===== src/rtl/rv32i_pkg.sv =====
// Shared RV32I pipeline definitions: writeback source encodings, load funct3
// codes and the writeback FSM state type.
package rv32i_pkg;

  localparam logic [1:0] WB_ALU  = 2'd0;
  localparam logic [1:0] WB_LOAD = 2'd1;
  localparam logic [1:0] WB_PC4  = 2'd2;

  localparam logic [2:0] F3_LB  = 3'd0;
  localparam logic [2:0] F3_LH  = 3'd1;
  localparam logic [2:0] F3_LW  = 3'd2;
  localparam logic [2:0] F3_LBU = 3'd4;
  localparam logic [2:0] F3_LHU = 3'd5;

  typedef enum logic [1:0] {
    IDLE  = 2'd0,
    WAIT  = 2'd1,
    WRITE = 2'd2
  } wb_state_t;

endpackage


===== src/rtl/rv32i_load_align.sv =====
// Combinational load aligner: picks the addressed byte/halfword out of an
// aligned word, extends it, and flags misaligned halfword/word accesses.
module rv32i_load_align
  import rv32i_pkg::*;
(
  input  logic [31:0] rdata,
  input  logic [2:0]  funct3,
  input  logic [1:0]  offset,
  output logic [31:0] data,
  output logic        misaligned
);

  logic [7:0]  lanes [4];
  logic [7:0]  byte_sel;
  logic [15:0] half_sel;

  for (genvar gi = 0; gi < 4; gi++) begin : g_lane
    assign lanes[gi] = rdata[8*gi +: 8];
  end

  assign byte_sel = lanes[offset];
  assign half_sel = offset[1] ? rdata[31:16] : rdata[15:0];

  always_comb begin
    data       = rdata;
    misaligned = 1'b0;
    case (funct3)
      F3_LB:  data = {{24{byte_sel[7]}}, byte_sel};
      F3_LBU: data = {24'd0, byte_sel};
      F3_LH: begin
        data       = {{16{half_sel[15]}}, half_sel};
        misaligned = offset[0];
      end
      F3_LHU: begin
        data       = {16'd0, half_sel};
        misaligned = offset[0];
      end
      // LW and the undefined load encodings behave as a full-word access
      default: misaligned = (offset != 2'd0);
    endcase
  end

endmodule


===== src/rtl/rv32i_wb_stage.sv =====
// RV32I writeback stage: retires memory-stage instructions, waits for load
// data, and drives a registered register-file write port.
module rv32i_wb_stage
  import rv32i_pkg::*;
#(
  parameter int XLEN = 32
) (
  input  logic            clk,
  input  logic            clr,
  input  logic            in_valid,
  output logic            in_ready,
  input  logic            in_reg_we,
  input  logic [4:0]      in_rd,
  input  logic [1:0]      in_wb_sel,
  input  logic [2:0]      in_funct3,
  input  logic [XLEN-1:0] in_alu_res,
  input  logic [XLEN-1:0] in_pc4,
  input  logic            mem_rvalid,
  input  logic [XLEN-1:0] mem_rdata,
  output logic [XLEN-1:0] d,
  output logic [4:0]      addr,
  output logic            we,
  output logic            load_pending,
  output logic [4:0]      pend_rd,
  output logic            misalign,
  output logic            err
);

  wb_state_t       state, state_next;
  logic [XLEN-1:0] d_next;
  logic [4:0]      addr_next;
  logic            we_next;
  logic            misalign_next;
  logic            err_next;
  logic [4:0]      pend_rd_next;
  logic [2:0]      pend_f3, pend_f3_next;
  logic [1:0]      pend_off, pend_off_next;
  logic            pend_we, pend_we_next;

  logic            accept;
  logic [31:0]     load_data;
  logic            load_misaligned;

  assign in_ready     = (state != WAIT);
  assign load_pending = (state == WAIT);
  assign accept       = in_valid && in_ready;

  rv32i_load_align u_align (
    .rdata      (mem_rdata),
    .funct3     (pend_f3),
    .offset     (pend_off),
    .data       (load_data),
    .misaligned (load_misaligned)
  );

  always_ff @(posedge clk) begin
    if (!clr) begin
      state    <= IDLE;
      d        <= '0;
      addr     <= '0;
      we       <= 1'b0;
      misalign <= 1'b0;
      err      <= 1'b0;
      pend_rd  <= '0;
      pend_f3  <= '0;
      pend_off <= '0;
      pend_we  <= 1'b0;
    end else begin
      state    <= state_next;
      d        <= d_next;
      addr     <= addr_next;
      we       <= we_next;
      misalign <= misalign_next;
      err      <= err_next;
      pend_rd  <= pend_rd_next;
      pend_f3  <= pend_f3_next;
      pend_off <= pend_off_next;
      pend_we  <= pend_we_next;
    end
  end

  always_comb begin
    state_next    = state;
    d_next        = d;
    addr_next     = addr;
    we_next       = 1'b0;
    misalign_next = 1'b0;
    // a response strobe is only meaningful while a load is outstanding
    err_next      = err | (mem_rvalid && (state != WAIT));
    pend_rd_next  = pend_rd;
    pend_f3_next  = pend_f3;
    pend_off_next = pend_off;
    pend_we_next  = pend_we;

    case (state)
      IDLE, WRITE: begin
        state_next = IDLE;
        if (accept) begin
          if (in_wb_sel == WB_LOAD) begin
            pend_rd_next  = in_rd;
            pend_f3_next  = in_funct3;
            pend_off_next = in_alu_res[1:0];
            pend_we_next  = in_reg_we && (in_rd != 5'd0);
            state_next    = WAIT;
          end else if (in_reg_we && (in_rd != 5'd0)) begin
            d_next     = (in_wb_sel == WB_PC4) ? in_pc4 : in_alu_res;
            addr_next  = in_rd;
            we_next    = 1'b1;
            state_next = WRITE;
          end
        end
      end
      WAIT: begin
        if (mem_rvalid) begin
          state_next = IDLE;
          if (load_misaligned) begin
            misalign_next = 1'b1;
          end else if (pend_we) begin
            d_next     = load_data;
            addr_next  = pend_rd;
            we_next    = 1'b1;
            state_next = WRITE;
          end
        end
      end
      default: state_next = IDLE;
    endcase
  end

endmodule


===== config.mk =====
export PLATFORM = sky130hd
export DESIGN_NAME = rv32i_wb_stage
export DESIGN_NICKNAME = d
export VERILOG_FILES = /design/src/rtl/rv32i_pkg.sv /design/src/rtl/rv32i_load_align.sv /design/src/rtl/rv32i_wb_stage.sv
export SDC_FILE = /design/constraint.sdc
export NUM_CORES = 1
export LEC_CHECK = 0
export CAP_MARGIN = 20
export CORE_MARGIN = 2
export CORE_UTILIZATION = 44
export DETAILED_ROUTE_END_ITERATION = 7
export GPL_TIMING_DRIVEN = 0
export HOLD_SLACK_MARGIN = 0.08
export PLACE_DENSITY = 0.84
export REMOVE_ABC_BUFFERS = 1
export SLEW_MARGIN = 20
export SYNTH_ARGS = -nofsm -noshare
export SYNTH_HDL_FRONTEND = slang
export SYNTH_SLANG_ARGS = --single-unit

===== constraint.sdc =====
create_clock -name clk -period 2.9 [get_ports clk]
set_clock_uncertainty 0.1 [all_clocks]
set_input_delay 0.29 -clock clk [delete_from_list [all_inputs] [get_ports clk]]
set_output_delay 0.29 -clock clk [all_outputs]
set_load 0.02 [all_outputs]

; ---- Yosys cells after proc, flatten, opt, wreduce, memory -nomap -nowiden
; Index checks and enable logic that the tools add are counted.
[totals]
regBits = 53
inputBits = 111
output_inout_bits = 47
elab_cells = 77
[op_classes]
n_lt_le_gt_ge = 1
n_eq_ne = 14
mux = 36
n_bitwise = 2
reduce_logical = 14
[ops]
columns = cell, n
row1 = 32-bit two-way mux, 7
row2 = 32-bit case mux with 4 select lines, 1
row3 = 32-bit case mux with 2 select lines, 1
row4 = 5-bit two-way mux, 6
row5 = 8-bit binary-select mux with 2-bit select, 1
row6 = 16-bit two-way mux, 1
row7 = 8-bit two-way mux, 2
row8 = 2-bit two-way mux, 6
row9 = 2-bit != test (second input constant), 5
row10 = 5-bit case mux with 2 select lines, 1
row11 = 1-bit two-way mux, 7
row12 = 7-bit AND reduction, 1
row13 = 3-bit equality test (second input constant), 2
row14 = 3-bit AND reduction, 2
row15 = 2-bit OR reduction, 3
row16 = 5-bit nonzero test, 1
row17 = 2-bit by 1-bit equality test with 1-bit output (second input constant), 2
row18 = 2-bit equality test (second input constant), 2
row19 = 2-bit by 1-bit != test with 1-bit output (second input constant), 2
row20 = 1-bit case mux with 2 select lines, 2
row21 = 2-bit case mux with 2 select lines, 1
row22 = 2-bit nonzero test, 2
row23 = 3-bit by 1-bit equality test with 1-bit output (second input constant), 1
row24 = 3-bit >= comparator (second input constant), 1
row25 = other kinds (5), 7

; ---- Depth between registers and ports, before layout
[logic_depth]
ltp_word = 9
depth_mapped = 8
mapped_depth_nobuf = 6

; ---- Hierarchy
; Synthesis repeated with hierarchy kept, for this count alone.
[hier_totals]
hier_cells = 475
area_unflattened_um2 = 3547.2
[by_module_without_submodules]
columns = mod, instances, cells_per_inst, area_per_inst_um2, seq_area_each_um2
row1 = rv32i_wb_stage, 1, 351, 2753.9, 1061.0
row2 = rv32i_load_align, 1, 124, 793.3, 0.0

; ---- Least setup slack after synthesis
; No wires, ideal clock.
[synth_timing]
kind = register -> register
startpoint = reg pend_off[0]
endpoint = reg d[3]
setup_time_ns = 0.123
arrival_ns = 1.710
required_time_ns = 2.677
setup_slack_ns = 0.967
stages_incl_launch_ff = 7
n_path_buf = 1
synth_period_minus_slack_ns = 1.933
path_cell_list = dfxtp_1 nor2b_4 buf_6 mux4_2 mux2_2 o211ai_1 a21boi_1
[synth_between]
elab_chain_len = 9
elab_cells_between_ends = 13
cone_classes = eq/ne (1) / mux (9) / bitwise (1) / reduce/logical (2)
[synth_rtl]
columns = element, line_no
row1 = start: declaration, rv32i_wb_stage.sv:37  ; logic [1:0] pend_off, pend_off_next;
row2 = start signal: assignment, rv32i_wb_stage.sv:77  ; pend_off <= pend_off_next;
row3 = 2-bit NOT with 3-bit output (implied by the code), rv32i_load_align.sv:21  ; assign byte_sel = lanes[offset];
row4 = 8-bit binary-select mux with 2-bit select, rv32i_load_align.sv:21
row5 = 8-bit two-way mux (implied by the code) (2 in series), rv32i_load_align.sv:21
row6 = 32-bit case mux with 4 select lines, rv32i_load_align.sv:27  ; case (funct3)
row7 = 32-bit two-way mux, rv32i_wb_stage.sv:118  ; end else if (pend_we) begin
row8 = 32-bit two-way mux, rv32i_wb_stage.sv:116  ; if (load_misaligned) begin
row9 = 32-bit two-way mux, rv32i_wb_stage.sv:114  ; if (mem_rvalid) begin
row10 = 32-bit case mux with 2 select lines, rv32i_wb_stage.sv:95  ; case (state)
row11 = end signal: assignment, rv32i_wb_stage.sv:70  ; d <= d_next;
row12 = end: declaration, rv32i_wb_stage.sv:20  ; output logic [XLEN-1:0] d,
; Parallel ways exist; a longest one is shown, timed or not. The select of a mux whose other input is x is not followed.
; A chain may end at the register's enable or synchronous reset.

; ---- Final worst setup path
[layout_timing]
startpoint = reg pend_f3[0]
endpoint = reg d[11]
[layout_between]
elab_chain_len = 6
elab_cells_between_ends = 14
cone_classes = eq/ne (4) / mux (6) / reduce/logical (4)
[layout_rtl]
columns = element, line_no
row1 = start: declaration, rv32i_wb_stage.sv:36  ; logic [2:0] pend_f3, pend_f3_next;
row2 = start signal: assignment, rv32i_wb_stage.sv:76  ; pend_f3 <= pend_f3_next;
row3 = 3-bit equality test (tied with other cells), rv32i_load_align.sv:27
row4 = 32-bit case mux with 4 select lines, rv32i_load_align.sv:27
row5 = 32-bit two-way mux, rv32i_wb_stage.sv:118
row6 = 32-bit two-way mux, rv32i_wb_stage.sv:116
row7 = 32-bit two-way mux, rv32i_wb_stage.sv:114
row8 = 32-bit case mux with 2 select lines, rv32i_wb_stage.sv:95
; Parallel ways exist; a longest one is shown, timed or not. The select of a mux whose other input is x is not followed.

==> results by group <==
Synthesis
  – Mean Syn Cell Area: 8.60 um^2
  – Cells after Synth: 380
  – Synth unique cells: 48
  – EDFF count, synth: 0
  – Yosys Warn Count: 0
  – FF+latch count, synth: 53
  – Async S/R FF share, synth: 0%
  – Post-Syn Area: 3270 um^2
  – Ys flop type: dfxtp_1
  – Sequential area share after synthesis: 32.5%

Power and ir drop
  – Max IR drop VDD: 0.242 mV
  – Pwr Total: 1.78 mW
  – Leak pwr: 1.85 nW
  – PD cells: 353 nW/um^2

Critical path
  – Max incr delay on CP: 0.74 ns
  – Crit path buffers/inverters: 0
  – Critical path class: reg -> reg
  – CP endpoint kind: flip-flop
  – Worst setup SP type: flip-flop
  – Critical Path AT: 2.78 ns
  – Critical-path cell list: nor2_1 -> o211ai_4 -> o22ai_2 -> o221a_2
  – Delay-heaviest family, CP: compound AO/OA/AOI/OAI gates
  – Worst path required time: 2.99 ns
  – Slowest cell on crit path: dfxtp_1
  – Worst Path Max Fanout: 18

STA
  – Final Cycle Share: 92.5%
  – Worst hold slack: 0.314 ns
  – Worst-margin pin slew: 0.916 ns
  – Post-route setup slack: 0.217 ns
  – Hold Fails Final Rpt: 0
  – Final setup viols: 0
  – Max Clock Freq: 0.373 GHz
  – Max transition margin: 38.9%
  – Min Tclk post-route: 2.68 ns
  – RSZ-0062 raised after global routing: false
  – Final Max Tran Viols: 0

Floorplanning
  – Starting density of the core: 45.3%
  – Die width: 90.2 um
  – Site Rows: 31
  – Die area: 8130 um^2
  – DIE HEIGHT: 90.2 um
  – Core Region: 7210 um^2
  – Top Ports: 158

Placement
  – Dpl cells: 604
  – Pre-CTS setup slack: -0.627 ns
  – Post-DP HPWL: 7.99 mm
  – Port-buffer cells: 157
  – Placer congestion estimate: 0.831

Clock network
  – TritonCTS clock tree: yes
  – Clock Pin Slew Worst Setup and Hold Paths: 0.10 ns
  – Htree depth: 2
  – TritonCTS Buffers: 5
  – CTS Buffer Depth: 2
  – Clock Tree Root: clkbuf_8
  – Clk_lat worst skew: 0.30 ns
  – Clk sinks: 53

Finish
  – Area growth syn-to-layout: 54.5%
  – Antenna cells: 0
  – NumNets Final: 628
  – Footprint of the multi-input gates: 2030 um^2
  – Commonest non-fill, non-tap cell in the layout: clkdlybuf4s50_1
  – Most frequent cells in the layout: clkdlybuf4s50_1, nand2_1, dfxtp_1, mux2i_1, a21boi_1
  – FF+latch area: 1070 um^2
  – Final non-filler cell total: 617
  – Share of cells above drive strength 1: 9.07%
  – Fin util: 70.0%
  – Fill cell count: 593

Drt
  – Final WL: 11.1 mm
  – DRT Pass-1 Iters: 4
  – DR vias: 3513
  – DR WL/cell: 18.0 um
  – Vias/cell: 5.69
  – DRC violation count after routing: 0
  – Antenna-violating nets left: 0
  – Number of DRC markers in iteration 0: 129

Global route
  – First-pass GRT wire length: 17.9 mm
  – Antenna violations before repair: 0
  – GRT Total Usage: 26.7%
  – GRT overflow: 0
  – Number of global-route vias before repair: 3695
  – Largest net degree at the start of global routing: 42

Flow run
  – Total of max-cap violations: 0

Hold path
  – Hold crit path type: in -> reg

Status
  – Status: completed
==> worst register-to-register path, delay by kind of cell, from the launching register on <==
family          cells  cell delay [ns]
compound gates      3             1.48
flops               1             0.74
simple gates        1             0.26
==> flip-flops by register name, indices dropped and copies added (netlist names) <==
| signal | cells |
|---|---|
| pend_we | 1 |
| pend_f3 | 3 |
| pend_rd | 5 |
| err | 1 |
| we | 1 |
| pend_off | 2 |
| misalign | 1 |
| state | 2 |
| addr | 5 |
| d | 32 |
==> power by group <==
group	internal, mW	total [mW]	switching (mW)
registers	0.765	0.796	0.0314
clock network	0.217	0.463	0.246
logic	0.301	0.525	0.224
total	1.28	1.78	0.502
==> routing by layer <==
metal / share of wire (%) / vias to the layer above / wire length [um] / track usage [%]
met1: 40 / 1658 / 4400 / 30.4
li1: - / 1671 / - / -
met4: 1.8 / 0 / 198 / 7.82
met3: 8.9 / 20 / 994 / 7.88
met5: 0 / - / 0 / 0
met2: 50 / 164 / 5530 / 48.2
==> final cells by class <==
cell class                 instances  area share [%]
clock buffer                       7            1.91
clock inverter                     1          0.0992
inverter                          13            1.04
multi-input combinational        280            40.3
sequential                        53            21.1
tap                               99            2.45
timing repair buffer             164            33.1
==> cell usage after synthesis, drive strengths merged, types with 6 or more instances <==
cell type | number | area share (%)
nand2 | 74 | 8.5
dfxtp | 53 | 32
mux2i | 33 | 10
a21boi | 30 | 6.9
buf | 18 | 3.3
clkbuf | 17 | 2.0
a221o | 16 | 4.9
inv | 13 | 1.5
a21oi | 12 | 2.0
o21ai | 11 | 1.8
o22ai | 11 | 2.3
o211a | 8 | 2.7
nor2b | 7 | 1.6
a221oi | 6 | 1.6
mux2 | 6 | 2.1
nand3 | 6 | 0.92
nor2 | 6 | 0.69
nor3 | 6 | 1.1
==> cells by family (layout without fill, tap and decap cells) <==
logic type             count (synthesis)  after routing  synth area share, %
AND/OR/NAND/NOR                      115            115                 15.9
multiplexers                          43             43                 14.9
buffers and inverters                 48            185                 6.78
flip-flops                            53             53                 32.5
AO/OA/AOI/OAI                        121            122                 29.9
==> path summary, 6_finish.rpt <==
path | cells after the start | start | slack (ns) | to
worst max-delay path | 4 | pend_f3[0] | 0.22 | d[11]
worst min-delay path | 2 | clr | 0.31 | state[0]
worst max register to register | 4 | pend_f3[0] | 0.22 | d[11]
worst min register to register | 2 | d[26] | 0.35 | d[26]
==> per-stage QoR <==
step,instance area (um^2),TNS (ns)
after floorplan,3090,-8.63
after global placement,4790,-52.07
after detailed placement,4890,-14.19
after CTS,5010,0
after global routing,5050,0
final,5050,0
==> repair_timing <==
action,4_1_cts,5_1_grt
gates resized for setup,3,2
hold endpoints to repair,0,0
cloned,1,0
hold buffers,0,0
pin swaps,1,0
buffers inserted,0,4
setup endpoints to repair,40,36
Note: power is estimated with default switching activity, not from simulation.
